===== config.mk =====
export PLATFORM = sky130hd
export DESIGN_NAME = video_timing_monitor
export DESIGN_NICKNAME = d
export VERILOG_FILES = /design/src/rtl/video_timing_monitor.sv
export SDC_FILE = /design/constraint.sdc
export NUM_CORES = 1
export LEC_CHECK = 0
export CORE_ASPECT_RATIO = 1.1
export CORE_MARGIN = 1
export CORE_UTILIZATION = 45
export CTS_CLUSTER_DIAMETER = 30
export DETAILED_ROUTE_END_ITERATION = 8
export DONT_BUFFER_PORTS = 1
export PLACE_DENSITY = 0.67
export SYNTH_ARGS = -nofsm -noshare
export SYNTH_HDL_FRONTEND = slang
export SYNTH_SLANG_ARGS = --single-unit

===== constraint.sdc =====
create_clock -name CLK_32M -period 6.3 [get_ports CLK_32M]
set_clock_uncertainty 0.1 [all_clocks]
set_input_delay 0.63 -clock CLK_32M [delete_from_list [all_inputs] [get_ports CLK_32M]]
set_output_delay 0.63 -clock CLK_32M [all_outputs]
set_load 0.02 [all_outputs]

===== src/rtl/video_timing_monitor.sv =====
// Video timing monitor: recovers line/frame geometry and active-area position from pixel-enable,
// sync and blanking strobes, and tracks timing stability with a SEARCH/MEASURE/LOCKED machine.
module video_timing_monitor #(
  parameter int unsigned HCNT_W      = 10,
  parameter int unsigned VCNT_W      = 9,
  parameter int unsigned LOCK_FRAMES = 2
) (
  input  logic              CLK_32M,
  input  logic              RESET,
  input  logic              CE_PIX,
  input  logic              HS,
  input  logic              VS,
  input  logic              HBLK,
  input  logic              VBLK,
  output logic [HCNT_W-1:0] H_TOTAL,
  output logic [HCNT_W-1:0] H_ACTIVE,
  output logic [HCNT_W-1:0] H_SYNC,
  output logic [VCNT_W-1:0] V_TOTAL,
  output logic [VCNT_W-1:0] V_ACTIVE,
  output logic [VCNT_W-1:0] V_SYNC,
  output logic [HCNT_W-1:0] HPOS,
  output logic [VCNT_W-1:0] VPOS,
  output logic              LOCKED,
  output logic              FRAME_DONE,
  output logic              MISMATCH
);

  typedef enum logic [1:0] {StSearch, StMeasure, StLocked} state_e;

  localparam logic [2:0] LockN = 3'(LOCK_FRAMES);

  function automatic logic [HCNT_W-1:0] f_hinc(input logic [HCNT_W-1:0] v, input logic en);
    return (en && (v != '1)) ? v + HCNT_W'(1) : v;
  endfunction

  function automatic logic [VCNT_W-1:0] f_vinc(input logic [VCNT_W-1:0] v, input logic en);
    return (en && (v != '1)) ? v + VCNT_W'(1) : v;
  endfunction

  logic              r_hs_prev, r_hblk_prev, r_vs_ls, r_vblk_ls;
  logic [HCNT_W-1:0] r_pix_cnt, r_act_cnt, r_syn_cnt, r_hpos;
  logic [VCNT_W-1:0] r_lin_cnt, r_val_cnt, r_vsy_cnt, r_vpos;
  logic [HCNT_W-1:0] r_h_total, r_h_active, r_h_sync;
  logic [VCNT_W-1:0] r_v_total, r_v_active, r_v_sync;
  logic              r_frame_done, r_mismatch;
  logic [2:0]        r_match;
  state_e            r_state;

  logic              w_line_start, w_frame_start, w_sat, w_same;
  logic              w_publish, w_mis;
  logic [2:0]        w_match_nxt, w_match_inc;
  state_e            w_state_nxt;

  assign w_line_start  = CE_PIX && r_hs_prev && !HS;
  // VS is only meaningful at line starts; r_vs_ls holds its value at the previous one.
  assign w_frame_start = w_line_start && !VS && r_vs_ls;
  assign w_sat         = CE_PIX && ((r_pix_cnt == '1) || (r_lin_cnt == '1));
  assign w_match_inc   = r_match + 3'd1;
  assign w_same        = {r_pix_cnt, r_act_cnt, r_syn_cnt, r_lin_cnt, r_val_cnt, r_vsy_cnt} ==
                         {r_h_total, r_h_active, r_h_sync, r_v_total, r_v_active, r_v_sync};

  // Horizontal measurement; the counts at a line start are the completed line's results.
  always_ff @(posedge CLK_32M or posedge RESET) begin
    if (RESET) begin
      r_hs_prev   <= 1'b1;
      r_hblk_prev <= 1'b1;
      r_pix_cnt   <= '0;
      r_act_cnt   <= '0;
      r_syn_cnt   <= '0;
      r_hpos      <= '0;
    end else if (CE_PIX) begin
      r_hs_prev   <= HS;
      r_hblk_prev <= HBLK;
      if (w_line_start) begin
        r_pix_cnt <= HCNT_W'(1);
        r_act_cnt <= HCNT_W'(!HBLK);
        r_syn_cnt <= HCNT_W'(1);
      end else begin
        r_pix_cnt <= f_hinc(r_pix_cnt, 1'b1);
        r_act_cnt <= f_hinc(r_act_cnt, !HBLK);
        r_syn_cnt <= f_hinc(r_syn_cnt, !HS);
      end
      if (r_hblk_prev && !HBLK) begin
        r_hpos <= '0;
      end else begin
        r_hpos <= f_hinc(r_hpos, !HBLK);
      end
    end
  end

  always_ff @(posedge CLK_32M or posedge RESET) begin
    if (RESET) begin
      r_vs_ls   <= 1'b1;
      r_vblk_ls <= 1'b1;
      r_lin_cnt <= '0;
      r_val_cnt <= '0;
      r_vsy_cnt <= '0;
      r_vpos    <= '0;
    end else if (w_line_start) begin
      r_vs_ls   <= VS;
      r_vblk_ls <= VBLK;
      if (w_frame_start) begin
        r_lin_cnt <= VCNT_W'(1);
        r_val_cnt <= VCNT_W'(!VBLK);
        r_vsy_cnt <= VCNT_W'(1);
      end else begin
        r_lin_cnt <= f_vinc(r_lin_cnt, 1'b1);
        r_val_cnt <= f_vinc(r_val_cnt, !VBLK);
        r_vsy_cnt <= f_vinc(r_vsy_cnt, !VS);
      end
      if (!VBLK) begin
        r_vpos <= r_vblk_ls ? '0 : f_vinc(r_vpos, 1'b1);
      end
    end
  end

  always_ff @(posedge CLK_32M or posedge RESET) begin
    if (RESET) begin
      r_state <= StSearch;
      r_match <= '0;
    end else begin
      r_state <= w_state_nxt;
      r_match <= w_match_nxt;
    end
  end

  // Saturation overrides any frame start seen on the same sample.
  always_comb begin
    w_state_nxt = r_state;
    w_match_nxt = r_match;
    w_publish   = 1'b0;
    w_mis       = 1'b0;
    if (w_sat) begin
      w_state_nxt = StSearch;
      w_match_nxt = '0;
      w_mis       = (r_state == StLocked);
    end else if (w_frame_start) begin
      unique case (r_state)
        StSearch: begin
          w_state_nxt = StMeasure;
          w_match_nxt = '0;
        end
        StMeasure: begin
          w_publish = 1'b1;
          if (w_same) begin
            w_match_nxt = w_match_inc;
            if (w_match_inc == LockN) w_state_nxt = StLocked;
          end else begin
            w_match_nxt = '0;
          end
        end
        StLocked: begin
          w_publish = 1'b1;
          if (!w_same) begin
            w_mis       = 1'b1;
            w_match_nxt = '0;
            w_state_nxt = StMeasure;
          end
        end
        default: w_state_nxt = StSearch;
      endcase
    end
  end

  always_ff @(posedge CLK_32M or posedge RESET) begin
    if (RESET) begin
      r_h_total    <= '0;
      r_h_active   <= '0;
      r_h_sync     <= '0;
      r_v_total    <= '0;
      r_v_active   <= '0;
      r_v_sync     <= '0;
      r_frame_done <= 1'b0;
      r_mismatch   <= 1'b0;
    end else begin
      r_frame_done <= w_publish;
      r_mismatch   <= w_mis;
      if (w_publish) begin
        r_h_total  <= r_pix_cnt;
        r_h_active <= r_act_cnt;
        r_h_sync   <= r_syn_cnt;
        r_v_total  <= r_lin_cnt;
        r_v_active <= r_val_cnt;
        r_v_sync   <= r_vsy_cnt;
      end
    end
  end

  always_comb begin
    H_TOTAL    = r_h_total;
    H_ACTIVE   = r_h_active;
    H_SYNC     = r_h_sync;
    V_TOTAL    = r_v_total;
    V_ACTIVE   = r_v_active;
    V_SYNC     = r_v_sync;
    HPOS       = r_hpos;
    VPOS       = r_vpos;
    LOCKED     = (r_state == StLocked);
    FRAME_DONE = r_frame_done;
    MISMATCH   = r_mismatch;
  end

endmodule


==> metrics.yaml, run 1 <==
yosys:
  synthesis.yosys.warnings: 0
  synth-async-reset-ratio_pct: 100
  synth_enable_flop_cells: 0
  synth-seq-cells: 144
  synth.cell_area_mm2: 0.00723
  postSynth.topFlopCell: "sky130_fd_sc_hd__dfrtp_1"
  yosysUniqueCellTypes: 56
  mappedNetlistNets: 674
  synthesis.instances: 649
  syn_area_per_cell_um2: 11.1
  seq_area_frac_synth_pct: 49.9
cts:
  cts.sink_count: 144
  cts_buffer_depth: 2
  worstSkewPairLatency_ps: 430
  htree_levels: 4
  root_buffer: "sky130_fd_sc_hd__clkbuf_16"
  clk_pin_slew_worst_paths_ps: 60
  cts_repair_resize_count: 0
  tritoncts: "built"
  inserted_clock_buffers: 17
  cts_setup_buffers: 0
  holdBufCountCts: 0
final_layout:
  share_of_post_route_cells_with_drive_strength_above_1_pct: 16.9
  syn2layout_area_growth_pct: 11.0
  final_cell_area_mm2: 0.00802
  fin_nets: 676
  finalCoreUtilization_pct: 51.2
  diodes: 0
floorplan:
  core_area_mm2: 0.0157
  fp.dieArea_mm2: 0.0166
  die_wd_um: 123
  pin_count: 86
  die_h_um: 135
  number_of_placement_rows: 48
  starting_utilization_of_the_core_area_pct: 46.1
route:
  final_antenna_net_count: 0
  wl_per_cell_um: 18.6
  detailroute.via_count: 4815
  finalWirelength_um: 16100
  drt_drc_violations_left: 0
  firstDrtPassIters: 4
  route.detailed.vias_per_inst: 5.57
  initialDrtViolationCount: 271
outcome:
  status: "complete, no violations"
global_routing:
  first_global_vias: 4886
  grt_first_pass_wirelength_um: 25700
  gr-total-overflow: 0
  initial_antenna_violation_count: 0
  overall_global_routing_usage_pct: 20.9
  grt_start_max_net_pins: 87
worst_setup_path:
  timing.setup.critical_path_class: "reg -> reg"
  worstPathMaxFanout: 37
  crit_path_end_kind: "register"
  start_kind: "register"
  worst-endpoint-required_ps: 6510
  worstPathArrival_ps: 3560
power_and_ir_drop:
  p_sw_share_pct: 33.5
  clock_power_share_pct: 35.2
  power.net_switching_mw: 0.996
  powerDensity_mw_per_mm2: 371
  pwr-share-seq_pct: 46.7
  share_comb_of_total_power_pct: 18.1
  leakagePower_nw: 3.91
  cell_internal_pwr_mw: 1.98
  vdd_ir_drop_max_v: 0.000241
sta:
  max-slew-margin-rel_pct: 28.7
  final_min_period_over_clock_period_pct: 53.3
  hold_violations: 0
  fin_tns_setup_ps: 0
  maxSlewViolCount: 0
  finalCriticalPeriod_ps: 3360
  timing.fmax_mhz: 298
  worst_max_slew_pin_slew_ps: 1070
  grt_setup_unrepaired: "false"
  setup_violations: 0
place:
  place_congestion: 0.826
  place.detailed.hpwl_um: 11500
  placement.io_buffers: 0
  placed_area_mm2: 0.00740
flow_run:
  max_cap_violations: 0
hold_path:
  worst_hold_path_type: "in -> async"
## worst max-delay path, cell delays in order (launching register included)
cell                      delay, ps
sky130_fd_sc_hd__dfrtp_1        440
sky130_fd_sc_hd__ha_1           260
sky130_fd_sc_hd__and4_1         220
sky130_fd_sc_hd__ha_1           250
sky130_fd_sc_hd__o21ai_4        270
sky130_fd_sc_hd__and3_2         860
sky130_fd_sc_hd__buf_4          440
sky130_fd_sc_hd__mux2_2         380
## sequential cells by signal, summed over array words and instances, names as in the netlist, 9 cells and up
signal     flops
V_TOTAL        9
r_vsy_cnt      9
r_pix_cnt     10
H_TOTAL       10
V_ACTIVE       9
H_SYNC        10
HPOS          10
H_ACTIVE      10
r_val_cnt      9
r_lin_cnt      9
V_SYNC         9
VPOS           9
r_act_cnt     10
r_syn_cnt     10
## power by group through the flow
stage / registers, mW / clock network (mW) / logic, mW
3_3_place_gp: 1.39 / 0 / 0.514
6_report: 1.39 / 1.05 / 0.538
3_5_place_dp: 1.41 / 0 / 0.530
2_1_floorplan: 1.32 / 0 / 0.446
4_1_cts: 1.39 / 1.07 / 0.539
5_1_grt: 1.42 / 1.11 / 0.601
## metrics by stage
stage / hold WS (ps) / worst slack [ps] / total power [mW] / cells
floorplan: 354 / 1710 / 1.76 / 649
detailed placement: 377 / 2800 / 1.94 / 832
global route: 55.3 / 2800 / 3.13 / 864
global placement: 366 / 2940 / 1.91 / 832
CTS: 31.1 / 2940 / 3.00 / 864
finish: 20.8 / 2940 / 2.97 / 864
## path summary, 6_finish.rpt
kind                         startpoint            to  slack (ps)  cells after the start
max                        r_lin_cnt[0]     H_SYNC[9]        2940                      7
min                               RESET       HPOS[6]          20                      1
max reg2reg                r_lin_cnt[0]     H_SYNC[9]        2940                      7
min reg2reg                   r_vblk_ls     r_vblk_ls         380                      2
max in group asynchronous         RESET  r_lin_cnt[3]        4600                      2
min in group CLK_32M             CE_PIX   r_hblk_prev         170                      1
## cell usage in the layout (no fill, tap or decap), types with 6 or more instances in the layout
cell,netlist,final
sky130_fd_sc_hd__dfrtp_1,140,140
sky130_fd_sc_hd__xor2_1,78,78
sky130_fd_sc_hd__nor2_1,69,69
sky130_fd_sc_hd__mux2_2,53,53
sky130_fd_sc_hd__nand2_1,37,37
sky130_fd_sc_hd__xnor2_1,28,28
sky130_fd_sc_hd__o21ai_0,21,21
sky130_fd_sc_hd__nand4_1,21,21
sky130_fd_sc_hd__nand3_1,19,19
sky130_fd_sc_hd__ha_1,18,18
sky130_fd_sc_hd__clkbuf_16,0,17
sky130_fd_sc_hd__inv_1,17,16
sky130_fd_sc_hd__a21oi_1,12,12
sky130_fd_sc_hd__and4_1,11,11
sky130_fd_sc_hd__and3_1,12,11
sky130_fd_sc_hd__or3_1,8,8
sky130_fd_sc_hd__nor4_1,8,8
sky130_fd_sc_hd__mux2i_1,7,7
sky130_fd_sc_hd__nor3_1,7,6
## metal layers
metal  share of wire [%]  vias up  GRT usage [%]
li1                    -     2275              -
met1                  41     2395           25.0
met2                  49      126           34.6
met3                 8.2       19           7.01
met4                 1.7        0           7.72
met5                   0        -              0
## cell usage after synthesis (8+ instances only)
library cell | number | area, µm²
sky130_fd_sc_hd__dfrtp_1 | 140 | 3500
sky130_fd_sc_hd__xor2_1 | 78 | 683
sky130_fd_sc_hd__xnor2_1 | 28 | 245
sky130_fd_sc_hd__nor2_1 | 69 | 259
sky130_fd_sc_hd__clkbuf_1 | 8 | 30.0
sky130_fd_sc_hd__and3_1 | 12 | 75.1
sky130_fd_sc_hd__inv_1 | 17 | 63.8
sky130_fd_sc_hd__a21oi_1 | 12 | 60.1
sky130_fd_sc_hd__and4_1 | 11 | 96.3
sky130_fd_sc_hd__nor4_1 | 8 | 50.1
sky130_fd_sc_hd__o21ai_0 | 21 | 105
sky130_fd_sc_hd__nand4_1 | 21 | 131
sky130_fd_sc_hd__mux2_2 | 53 | 597
sky130_fd_sc_hd__nand3_1 | 19 | 95.1
sky130_fd_sc_hd__buf_2 | 9 | 45.0
sky130_fd_sc_hd__or3_1 | 8 | 50.1
sky130_fd_sc_hd__ha_1 | 18 | 225
sky130_fd_sc_hd__nand2_1 | 37 | 139
## kinds of logic after synthesis
family                     after synthesis  synth area share (%)
xor gates and xnor gates               107                  13.1
AOI/OAI and AO/OA                       58                  5.26
buffers and inverters                   38                  2.54
DFF                                    144                  49.9
adders and majority gates               18                  3.12
and+or+nand+nor                        219                  16.1
muxes                                   65                  10.0
## cell type report
cell class | count | area (µm²)
multi-input cells | 467 | 3440
repair buffers | 4 | 30.0
inverters | 17 | 68.8
fillers | 1405 | 7650
clock inverters | 12 | 158
clock buffers | 20 | 467
flip-flops and latches | 144 | 3610
well taps | 200 | 250
Power figures use the tool's default switching activity.
==> run 2: changes to the inputs <==
--- a/config.mk
+++ b/config.mk
@@ -11,7 +11,7 @@
 export CTS_CLUSTER_DIAMETER = 30
 export DETAILED_ROUTE_END_ITERATION = 8
 export DONT_BUFFER_PORTS = 1
-export PLACE_DENSITY = 0.67
+export PLACE_DENSITY = 0.69
 export SYNTH_ARGS = -nofsm -noshare
 export SYNTH_HDL_FRONTEND = slang
 export SYNTH_SLANG_ARGS = --single-unit
==> constraint.sdc (replaced) <==
create_clock -name CLK_32M -period 2.8 [get_ports CLK_32M]
set_clock_uncertainty 0.1 [all_clocks]
set_input_delay 0.28 -clock CLK_32M [delete_from_list [all_inputs] [get_ports CLK_32M]]
set_output_delay 0.28 -clock CLK_32M [all_outputs]
set_load 0.02 [all_outputs]
==> run 2 against run 1 <==
Compared with the run above: non-clock buffer count rose by 28; clock power rose by 97%; sequential power rose by 120%; die area did not move; final area rose by 2.2%; critical path type unchanged; highest routed layer unchanged.
==> metrics.yaml, run 2 (same netlist as run 1, synthesis figures left out) <==
sta:
  fin_tns_setup_ps: 0  # unchanged
  finalCriticalPeriod_ps: 2700  # -657 ps
  max-slew-margin-rel_pct: 54.8  # +26 points
  final_min_period_over_clock_period_pct: 96.4  # +43 points
  setup_violations: 0  # unchanged
  hold_violations: 0  # unchanged
  worst_max_slew_pin_slew_ps: 676  # -393 ps
  grt_setup_unrepaired: "false"
  timing.fmax_mhz: 371  # +24%
  maxSlewViolCount: 0  # unchanged
worst_setup_path:
  worstPathMaxFanout: 3  # -92%
  timing.setup.critical_path_class: "reg -> reg"
  crit_path_end_kind: "register"
  reg2regPathDepth: 6  # -1
  start_kind: "register"
  worstPathArrival_ps: 2940  # -620 ps
  worst-endpoint-required_ps: 3040  # -3470 ps
cts:
  root_buffer: "sky130_fd_sc_hd__clkbuf_16"
  inserted_clock_buffers: 17  # unchanged
  worstSkewPairLatency_ps: 430  # about the same
  cts.sink_count: 144  # unchanged
  cts_buffer_depth: 2  # unchanged
  tritoncts: "built"
  htree_levels: 4  # unchanged
  clk_pin_slew_worst_paths_ps: 60  # about the same
hold_path:
  hold_path_depth: 3
  worst_hold_path_type: "in -> reg"
global_routing:
  first_global_vias: 5167  # +5.8%
  grt_first_pass_wirelength_um: 26600  # +3.3%
  overall_global_routing_usage_pct: 21.6  # +0.78 points
  gr-total-overflow: 0  # unchanged
  grt_start_max_net_pins: 68  # -22%
  initial_antenna_violation_count: 0  # unchanged
floorplan:
  die_wd_um: 123  # unchanged
  starting_utilization_of_the_core_area_pct: 46.1  # unchanged
  core_area_mm2: 0.0157  # unchanged
  die_h_um: 135  # unchanged
  pin_count: 86  # unchanged
  number_of_placement_rows: 48  # unchanged
  fp.dieArea_mm2: 0.0166  # unchanged
place:
  placement.io_buffers: 0  # unchanged
  placed_area_mm2: 0.00759  # +2.6%
  place.detailed.hpwl_um: 12000  # +4.6%
  place_congestion: 0.899  # +8.8%
route:
  final_antenna_net_count: 0  # unchanged
  detailroute.via_count: 5028  # +4.4%
  finalWirelength_um: 16600  # +3.4%
  wl_per_cell_um: 18.7  # +0.39%
  route.detailed.vias_per_inst: 5.65  # +1.4%
  drt_drc_violations_left: 0  # unchanged
  initialDrtViolationCount: 299  # +10%
  firstDrtPassIters: 5  # +1
power_and_ir_drop:
  power_total_mw: 6.50  # +120%
  leakagePower_nw: 4.03  # +3.0%
  vdd_ir_drop_max_v: 0.000493  # +100%
  powerDensity_mw_per_mm2: 793  # +110%
outcome:
  status: "complete, no violations"
final_layout:
  layout.cells.most_common: "sky130_fd_sc_hd__dfrtp_1"
  share_of_post_route_cells_with_drive_strength_above_1_pct: 18.7  # +1.8 points
  fin_nets: 704  # +4.1%
  syn2layout_area_growth_pct: 13.4
  diodes: 0  # unchanged
  final_cell_area_mm2: 0.00820  # +2.2%
  final_cell_mix: "140 x sky130_fd_sc_hd__dfrtp_1, 78 x sky130_fd_sc_hd__xor2_1, 69 x sky130_fd_sc_hd__nor2_1"
flow_run:
  max_cap_violations: 0  # unchanged
==> run 2: cell count changes in the layout (fill, tap and decap cells not counted), sizes merged <==
cell / change
buf: +21
dlygate4sd3: +7
bufinv: -2
clkbuf: +2
clkinv: +2
clkinvlp: -2
inv: -2
==> run 2: routing by layer <==
metal	vias up	share of wire, %	track usage (%)
met5	-	0	0
met4	0	2.3	8.13
met3	27	7.6	8.19
met2	143	48	35.2
met1	2516	42	25.8
li1	2342	-	-
==> run 2: path summary, 6_finish.rpt <==
| check | slack (ps) | endpoint | startpoint |
|---|---|---|---|
| setup / recovery | 100 | r_state[0] | V_ACTIVE[2] |
| hold / removal | 100 | VPOS[0] | VBLK |
| setup reg to reg | 100 | r_state[0] | V_ACTIVE[2] |
| hold reg to reg | 390 | r_vblk_ls | r_vblk_ls |
| max in group asynchronous | 1550 | r_vs_ls | RESET |
| min in group asynchronous | 300 | MISMATCH | RESET |
==> run 2: final cells by class <==
type	count	area (µm²)
Clock buffer	22	464
Tap cell	200	250
Multi-Input combinational cell	467	3450
Sequential cell	144	3610
Timing Repair Buffer	32	295
Clock inverter	8	65.1
Inverter	17	67.6
Fill cell	1375	7470
==> run 2: through the flow <==
step / setup slack (ps) / instances / hold slack, ps / util [%]
after global placement: 165 / 853 / 134 / 48.4
final: 101 / 890 / 103 / 52.3
after floorplan: 357 / 649 / 263 / -
after CTS: 178 / 890 / 87.0 / 52.3
after global routing: 50.0 / 890 / 96.3 / 52.3
after detailed placement: 184 / 853 / 142 / 48.4
==> run 2: where the power goes <==
group | total, mW | internal, mW | switching [mW]
clock network | 2.07 | 1.24 | 0.828
registers | 3.08 | 2.41 | 0.662
logic | 1.35 | 0.627 | 0.725
==> run 2: what timing repair did <==
item / 4_1_cts / 5_1_grt
endpoints found under the hold margin: 40 / 0
hold buffers: 7 / 0
setup endpoints to repair: 0 / 1
buffers inserted: 0 / 0
gates resized for setup: 0 / 1
==> run 2: critical path, cell delays in order, from the launching register on <==
cell                       delay, ps
sky130_fd_sc_hd__dfrtp_1         480
sky130_fd_sc_hd__xor2_1          230
sky130_fd_sc_hd__nor4_1          580
sky130_fd_sc_hd__nand4_1         220
sky130_fd_sc_hd__or4_4           530
sky130_fd_sc_hd__a221oi_2        260
sky130_fd_sc_hd__mux2i_1         220
==> edit (flow settings as in run 2) <==
Put a register stage on the output `VPOS`, without a reset. The value now appears one clock later. The other outputs are not delayed to match.
--- a/src/rtl/video_timing_monitor.sv
+++ b/src/rtl/video_timing_monitor.sv
@@ -28,6 +28,8 @@
   typedef enum logic [1:0] {StSearch, StMeasure, StLocked} state_e;
 
   localparam logic [2:0] LockN = 3'(LOCK_FRAMES);
+
+  logic [VCNT_W-1:0] VPOS_d;
 
   function automatic logic [HCNT_W-1:0] f_hinc(input logic [HCNT_W-1:0] v, input logic en);
     return (en && (v != '1)) ? v + HCNT_W'(1) : v;
@@ -194,11 +196,15 @@
     V_ACTIVE   = r_v_active;
     V_SYNC     = r_v_sync;
     HPOS       = r_hpos;
-    VPOS       = r_vpos;
+    VPOS_d     = r_vpos;
     LOCKED     = (r_state == StLocked);
     FRAME_DONE = r_frame_done;
     MISMATCH   = r_mismatch;
   end
 
+  always_ff @(posedge CLK_32M) begin
+    VPOS <= VPOS_d;
+  end
+
 endmodule
 
Behaviour: not the same (Yosys sat finds a counterexample within 4 cycles, from zero or initial values and one cycle with RESET high).
==> edit against run 2 <==
  * The run now ends with DRC left
  * Combinational power is 11% higher
  * Worst setup slack worse by 0.040 ns
  * Area after synthesis is 3.3% higher
  * Die area is 3.3% higher
  * Fmax is 1.5% lower
  * Routed wire length is 4.0% higher
  * Final area is 5.5% higher
  * Sequential cell count is 9 higher
  * First-iteration DRC count is 25% higher
  * Synthesized cell count is 5.1% higher
  * Total power is 9.4% higher
==> edit: results (changes against run 2) <==
metric	value	unit	change
via_per_inst	5.581		-1.2%
synth_common_cells	dfrtp_1, xor2_1, nor2_1, mux2_2, nand2_1		
drc	18		+18
routabilityCongestion	0.8826		-1.8%
leakagePower	4.141	nW	+2.9%
stdcell_count	942		+5.8%
synth_area_leaders	dfrtp_1, xor2_1, mux2_2, nor2_1, xnor2_1		
worstPathArrival	2.98	ns	+0.04 ns
hold_slack	0.02043	ns	-0.08278 ns
gr-usage-met1	0.2622		+0.003861
wl_met3	1.137	mm	-10%
internal_power	4.805	mW	+12%
grt.met2_usage	0.3577		+0.005306
track_usage	0.2170		+0.0004783
placed_area	7958	sq um	+4.8%
place_inst	904		+6.0%
grtUsageMet3	0.06411		-0.01781
status	complete, but fails checks		
startpoint	V_ACTIVE[4]$_DFFE_PP0P_		
netlist_instances	682		+5.1%
nFillCells	1430		+4.0%
drt-total-wl	17.30	mm	+4.0%
wl_met2	8.415	mm	+5.4%
grt_pass1_wl	28.39	mm	+6.8%
failed_checks	DRC		
max_freq	365.1	MHz	-1.5%
drive_gt1_frac	0.2114		+0.02443
p_seq	3.15	mW	+2%
ys_seq_area_frac	0.5074		+0.008152
async_flop_share	0.9412		-0.05882
grt_pass1_vias	5423		+5.0%
ff2ff_setup_slack	0.06	ns	-0.04 ns
[edit: cell types whose count changed after synthesis, sizes merged, moves of 6 or more]
cell   delta
and4      -7
dfxtp     +9
nand2     +6
nand3     +7
[edit: critical path, cell delays in order, from the launching register on]
cell	delay [ns]
dfrtp_1	0.47
xor2_1	0.19
nor4_1	0.49
nand4_1	0.22
buf_4	0.19
or4_4	0.52
a221oi_2	0.27
mux2i_1	0.21
[edit: cell families after synthesis]
group           share of synthesized area
fa+ha+maj                         0.03016
simple gates                       0.1510
xor+xnor                           0.1295
flops                              0.5074
mux                               0.09702
compound gates                    0.05697
buf+inv                           0.02798
[edit: cell type report]
class | count | area [sq um] | area share
multi-input cells | 485 | 3476 | 0.4016
clock inverters | 11 | 166.4 | 0.01923
inverters | 15 | 60.06 | 0.006939
flip-flops and latches | 153 | 3789 | 0.4378
clock buffers | 21 | 470.5 | 0.05436
well taps | 204 | 255.2 | 0.02949
repair buffers | 53 | 437.9 | 0.05060
[edit: how the worst min path moves through the flow]
stage                                startpoint                  endpoint  depth (start not counted)
after global placement                    RESET     VPOS_d[4]$_DFFE_PP0P_                          1
after detailed placement                  RESET     VPOS_d[4]$_DFFE_PP0P_                          1
after global routing                         VS  r_vsy_cnt[3]$_DFFE_PP0P_                          3
after floorplan           VPOS_d[5]$_DFFE_PP0P_           VPOS[5]$_DFF_P_                          0
final                                        VS  r_vsy_cnt[3]$_DFFE_PP0P_                          3
after CTS                                    VS  r_vsy_cnt[3]$_DFFE_PP0P_                          3
[edit: stage by stage]
stage | power [mW] | utilization
floorplan | 4.099 | -
global placement | 4.595 | 0.4880
detailed placement | 4.664 | 0.4880
CTS | 7.149 | 0.5307
global route | 7.451 | 0.5307
finish | 7.116 | 0.5307
